`src/rtl/countdown_timer.sv`:
```
// countdown_timer: six-digit BCD MM:SS.cc countdown with button preset entry, pause and expiry alarm

// countdown_debounce: 2-FF synchronizer plus stability debouncer emitting one pulse per accepted press
module countdown_debounce #(
  parameter int DEB_CYCLES = 500000
) (
  input  logic clk,
  input  logic rst,
  input  logic pin,
  output logic press
);
  localparam int CW = $clog2(DEB_CYCLES) < 1 ? 1 : $clog2(DEB_CYCLES);
  logic s1, s2, lvl;
  logic [CW-1:0] cnt;
  // accept a new level once the synchronized input has disagreed with it for DEB_CYCLES samples
  always_ff @(posedge clk or posedge rst) begin
    if (rst) begin
      s1 <= 1'b1;
      s2 <= 1'b1;
      lvl <= 1'b1;
      cnt <= '0;
      press <= 1'b0;
    end else begin
      s1 <= pin;
      s2 <= s1;
      press <= 1'b0;
      if (s2 == lvl) begin
        cnt <= '0;
      end else if (cnt == CW'(DEB_CYCLES - 1)) begin
        lvl <= s2;
        cnt <= '0;
        press <= lvl;
      end else begin
        cnt <= cnt + 1'b1;
      end
    end
  end
endmodule

module countdown_timer #(
  parameter int TICK_DIV   = 500000,
  parameter int DEB_CYCLES = 500000
) (
  input  logic       clk,
  input  logic       rst,
  input  logic       pb_start,
  input  logic       pb_min,
  input  logic       pb_sec,
  input  logic       pb_clr,
  output logic [6:0] seg0,
  output logic [6:0] seg1,
  output logic [6:0] seg2,
  output logic [6:0] seg3,
  output logic [6:0] seg4,
  output logic [6:0] seg5,
  output logic       running,
  output logic       alarm
);
  localparam int PW = $clog2(TICK_DIV) < 1 ? 1 : $clog2(TICK_DIV);

  typedef enum logic [1:0] {IDLE, RUN, PAUSE, DONE} state_t;

  state_t        state;
  logic [15:0]   preset;
  logic [23:0]   count;
  logic [23:0]   next_count;
  logic [23:0]   disp;
  logic [PW-1:0] pre;
  logic          tick;
  logic          p_start, p_min, p_sec, p_clr;

  countdown_debounce #(.DEB_CYCLES(DEB_CYCLES)) u_start (.clk(clk), .rst(rst), .pin(pb_start), .press(p_start));
  countdown_debounce #(.DEB_CYCLES(DEB_CYCLES)) u_min   (.clk(clk), .rst(rst), .pin(pb_min),   .press(p_min));
  countdown_debounce #(.DEB_CYCLES(DEB_CYCLES)) u_sec   (.clk(clk), .rst(rst), .pin(pb_sec),   .press(p_sec));
  countdown_debounce #(.DEB_CYCLES(DEB_CYCLES)) u_clr   (.clk(clk), .rst(rst), .pin(pb_clr),   .press(p_clr));

  // BCD +1 on a two-digit 00..59 field, wrapping 59 back to 00
  function automatic logic [7:0] inc59(input logic [7:0] v);
    return v[3:0] == 4'd9 ? {v[7:4] == 4'd5 ? 4'd0 : v[7:4] + 4'd1, 4'd0} : {v[7:4], v[3:0] + 4'd1};
  endfunction

  // one-centisecond BCD decrement; tens of seconds and minutes borrow from 0 to 5, all others 0 to 9
  function automatic logic [23:0] dec_bcd(input logic [23:0] c);
    logic [23:0] r;
    logic        b;
    logic [3:0]  lim;
    r = c;
    b = 1'b1;
    for (int i = 0; i < 6; i++) begin
      lim = (i == 3 || i == 5) ? 4'd5 : 4'd9;
      if (b) begin
        r[i*4+:4] = c[i*4+:4] == 4'd0 ? lim : c[i*4+:4] - 4'd1;
        b = c[i*4+:4] == 4'd0;
      end
    end
    return r;
  endfunction

  // active-low gfedcba digit code, blank for non-decimal values
  function automatic logic [6:0] seg7(input logic [3:0] d);
    case (d)
      4'd0: return 7'b1000000;
      4'd1: return 7'b1111001;
      4'd2: return 7'b0100100;
      4'd3: return 7'b0110000;
      4'd4: return 7'b0011001;
      4'd5: return 7'b0010010;
      4'd6: return 7'b0000010;
      4'd7: return 7'b1111000;
      4'd8: return 7'b0000000;
      4'd9: return 7'b0011000;
      default: return 7'b1111111;
    endcase
  endfunction

  // tick qualifies the prescaler wrap and the display source follows the registered state
  always_comb begin
    tick = (state == RUN) && (pre == PW'(TICK_DIV - 1));
    next_count = dec_bcd(count);
    disp = state == IDLE ? {preset, 8'h00} : state == DONE ? 24'h0 : count;
  end

  assign seg0 = seg7(disp[3:0]);
  assign seg1 = seg7(disp[7:4]);
  assign seg2 = seg7(disp[11:8]);
  assign seg3 = seg7(disp[15:12]);
  assign seg4 = seg7(disp[19:16]);
  assign seg5 = seg7(disp[23:20]);

  // control FSM: clr overrides everything, then start, then the preset buttons
  always_ff @(posedge clk or posedge rst) begin
    if (rst) begin
      state <= IDLE;
      preset <= '0;
      count <= '0;
      pre <= '0;
      running <= 1'b0;
      alarm <= 1'b0;
    end else if (p_clr) begin
      state <= IDLE;
      count <= '0;
      pre <= '0;
      running <= 1'b0;
      alarm <= 1'b0;
    end else begin
      case (state)
        IDLE: begin
          if (p_start) begin
            if (preset != 16'h0) begin
              count <= {preset, 8'h00};
              pre <= '0;
              state <= RUN;
              running <= 1'b1;
            end
          end else if (p_min) begin
            preset[15:8] <= inc59(preset[15:8]);
          end else if (p_sec) begin
            preset[7:0] <= inc59(preset[7:0]);
          end
        end
        RUN: begin
          if (p_start) begin
            pre <= '0;
            state <= PAUSE;
            running <= 1'b0;
          end else begin
            pre <= tick ? '0 : pre + 1'b1;
            if (tick) begin
              count <= next_count;
              if (next_count == 24'h0) begin
                state <= DONE;
                running <= 1'b0;
                alarm <= 1'b1;
              end
            end
          end
        end
        PAUSE: begin
          if (p_start) begin
            pre <= '0;
            state <= RUN;
            running <= 1'b1;
          end
        end
        DONE: begin
          if (p_start) begin
            state <= IDLE;
            alarm <= 1'b0;
          end
        end
        default: state <= IDLE;
      endcase
    end
  end
endmodule

```
`config.mk`:
```
export PLATFORM = sky130hd
export DESIGN_NAME = countdown_timer
export DESIGN_NICKNAME = d
export VERILOG_FILES = /design/src/rtl/countdown_timer.sv
export SDC_FILE = /design/constraint.sdc
export NUM_CORES = 1
export LEC_CHECK = 0
export CAP_MARGIN = 10
export CELL_PAD_IN_SITES_DETAIL_PLACEMENT = 1
export CELL_PAD_IN_SITES_GLOBAL_PLACEMENT = 1
export CORE_MARGIN = 2
export CORE_UTILIZATION = 47
export CTS_CLUSTER_SIZE = 16
export DETAILED_ROUTE_END_ITERATION = 12
export HOLD_SLACK_MARGIN = 0.1
export PLACE_DENSITY = 0.9
export SETUP_SLACK_MARGIN = 0.15
export SYNTH_ARGS = -nofsm -noshare
export SYNTH_HDL_FRONTEND = slang
export SYNTH_SLANG_ARGS = --single-unit
```
`constraint.sdc`:
```
create_clock -name clk -period 6.7 [get_ports clk]
set_clock_uncertainty 0.05 [all_clocks]
set_input_delay 1.34 -clock clk [delete_from_list [all_inputs] [get_ports clk]]
set_output_delay 1.34 -clock clk [all_outputs]
set_load 0.1 [all_outputs]
```
==> summary.txt <==
================================================================================
Post_cts resized ..................................................            0
Antenna diode count ...............................................            0
Number of nets produced by synthesis ..............................         1117
Row count .........................................................           52
Final estimated routing congestion in global placement ............       0.8788
DRC Markers .......................................................            0
Post-detailed-route via-to-cell ratio .............................        6.043
Top-level port count ..............................................           50
Via count of the first global-routing pass ........................         8890
Layout-stage area growth over the synthesis result ................       13.49%
Number of vias in the routed layout ...............................         8381
Max cap viols .....................................................            0
Maximum clock path buffer count ...................................            2
Wire length reported by the detailed router .......................     26.76 mm
Final period util .................................................       0.8476
Most common library cell in the layout ignoring fill and taps .....       nor2_1
Netlist area before placement .....................................     9592 µm²
Setup fix buffers added after clock tree synthesis ................            0
Clock tree from TritonCTS .........................................        built
Relative slew slack ...............................................       0.3391
Worst Setup Start Kind ............................................    flip-flop
Met1 track demand over resource in global routing .................       0.3208
Count of antenna-violating nets left after detailed routing .......            0
Number of instances in the synthesized netlist ....................         1074
Hold Buf Count CTS ................................................            0
Shortest period the worst path allows .............................      5679 ps
Ratio of cells with drive above 1 in the final layout .............      0.08057
Destination of the worst register-to-register timing path .........     count[9]
GR Layer Usage met3 ...............................................      0.04193
Final hold violation count ........................................            0
Die outline height ................................................     146.9 µm
Placeable core region .............................................    20100 µm²
Number of antenna violations at the first check in global routing .            0
Highest achievable clock rate .....................................    176.1 MHz
HPWL after DPL ....................................................     17.80 mm
Destination of the worst hold path ................................     u_clr.s2
Post-synthesis async set-or-reset flop share ......................        1.000
1st-iter DRT viols ................................................          463
Cell area after layout ............................................    10890 µm²
Final Max Slew Viols ..............................................            0
Depth of the worst register-to-register path ......................            6
Post-Route Setup TNS ..............................................         0 ps
Most frequent cells in the layout ................................. nor2_1, dfrtp_1, nand2_1
Startpoint of the tightest hold check path ........................     u_clr.s1
Remaining global-route overflow ...................................            0
Root Driver .......................................................    clkbuf_16
Count of cell types in the netlist ................................           68
Hold-critical path depth ..........................................            0
Number of setup violations in the final report ....................            0
Maximum number of pins on one net before global-route repair ......          105
Data arrival time of the worst path ...............................      4290 ps
Area after detailed placement .....................................    10290 µm²
Number of warnings reported in the yosys synthesis log ............            0
Endpoint class of the critical path ...............................   output pin
Fin cells .........................................................         1387
Maximum resistive drop on vdd .....................................     181.4 µV
Maximum fanout along the worst path ...............................           17
Register-to-register path setup slack .............................      2950 ps
Clock transition at path regs .....................................        60 ps
First-pass DRT Iterations .........................................            4
Sequential-to-total area share from yosys stat ....................       0.4059
Average cell area after synthesis .................................    8.931 µm²
Type of the setup path with the least slack .......................   reg -> out
Fin nets ..........................................................         1147
Cts bufs inserted .................................................           17
Primary FF master, synth ..........................................      dfrtp_1
Number of synthesized flops with an enable pin ....................            0
Lkg Pwr ...........................................................     4.492 nW
Global routing usage on met2 ......................................       0.4458
Cell total after placement ........................................         1355
Total Routing Usage GR ............................................       0.2546
Routed wire length per instance ...................................     19.29 µm
Worst r2r src .....................................................     state[0]
Status ............................................................ finished, final reports clean
Most Used Layer, Global Route .....................................         met2
Number of synthesized register bits ...............................          155
Num Clock Sinks ...................................................          155
Slew at the pin closest to its max-slew limit .....................     988.3 ps
Worst endpoint required time ......................................      5310 ps
Die width .........................................................     146.9 µm
Number of buffers added on ports ..................................           49
Wire length of the first global-routing pass ......................     44.93 mm
Clock latency on the worst-skew pair ..............................       430 ps
Type of the worst min-delay path ..................................   reg -> reg
Effective utilization at floorplan ................................       0.4771
Total Power .......................................................     2.006 mW
Level count of the clock H-tree ...................................            4
Power density normalized to cell area ............................. 184.3 nW/µm²
RSZ-0062 raised after global routing ..............................        false
Die area ..........................................................    21570 µm²
================================================================================
[through the flow]
stage                 util  hold WS (ps)  setup slack (ps)
finish              0.5414         305.6              1021
CTS                 0.5414         306.6              1053
detailed placement  0.5116         297.5              1546
global placement    0.5116         297.2              1744
floorplan                -         295.2             984.8
global route        0.5414         307.5             820.6
[critical path, stage by stage (launching register included)]
cell and delay, ps:
dfrtp_1 800, nor2b_1 240, buf_4 250, nor2_1 470, nor2_1 170, inv_1 150, ha_1 210, o22ai_1 90
a221oi_1 270, clkdlybuf4s50_1 1180
[power by group]
part	internal (mW)	switching (mW)
Clock	0.616	0.391
Combinational	0.0105	0.0329
Sequential	0.947	0.00885
Total	1.57	0.433
[how the worst max path moves through the flow]
stage / cells past startpoint / end / slack, ps / from
after floorplan: 9 / seg0[3] / 980 / state[0]
after global placement: 9 / seg5[4] / 1740 / state[0]
after detailed placement: 9 / seg1[0] / 1550 / state[0]
after CTS: 9 / seg1[0] / 1050 / state[0]
after global routing: 9 / seg1[0] / 820 / state[0]
final: 9 / seg1[0] / 1020 / state[0]
[layer usage]
layer	vias up	wire, µm
li1	3911	-
met1	4261	11660
met2	165	13630
met3	44	900
met4	0	563
met5	-	0
[cell usage after synthesis (17+ instances only)]
cell,count,share of area
nor2_1,163,0.064
nand3_1,44,0.023
dfrtp_1,143,0.37
and3_1,17,0.011
nand4_1,25,0.016
mux2_2,17,0.020
nand2_1,66,0.026
inv_1,47,0.018
nor4_1,21,0.014
xnor2_1,58,0.053
a21oi_1,64,0.033
xor2_1,26,0.024
ha_1,37,0.048
mux2i_1,28,0.029
nor3_1,23,0.012
clkbuf_1,39,0.015
o21ai_0,31,0.016
[sequential cells by signal, summed over array words and instances (netlist names), 2 cells and up]
| signal | count |
|---|---|
| count | 24 |
| pre | 19 |
| preset | 16 |
| state | 2 |
| u_clr.cnt | 19 |
| u_min.cnt | 19 |
| u_sec.cnt | 19 |
| u_start.cnt | 19 |
[cell families after synthesis]
group / synth area share
buf+inv: 0.03835
flops: 0.4059
compound gates: 0.1397
xor+xnor: 0.07670
simple gates: 0.2418
fa+ha+maj: 0.04826
mux: 0.04918
[cell type report]
| class | count | area, µm² |
|---|---|---|
| tap | 270 | 337.8 |
| multi-input combinational | 824 | 5330 |
| clock inverter | 6 | 110.1 |
| inverter | 47 | 181.4 |
| fill | 2333 | 9219 |
| clock buffer | 26 | 489.2 |
| timing repair buffer | 59 | 543.0 |
| sequential | 155 | 3894 |
Power figures use the tool's default switching activity.
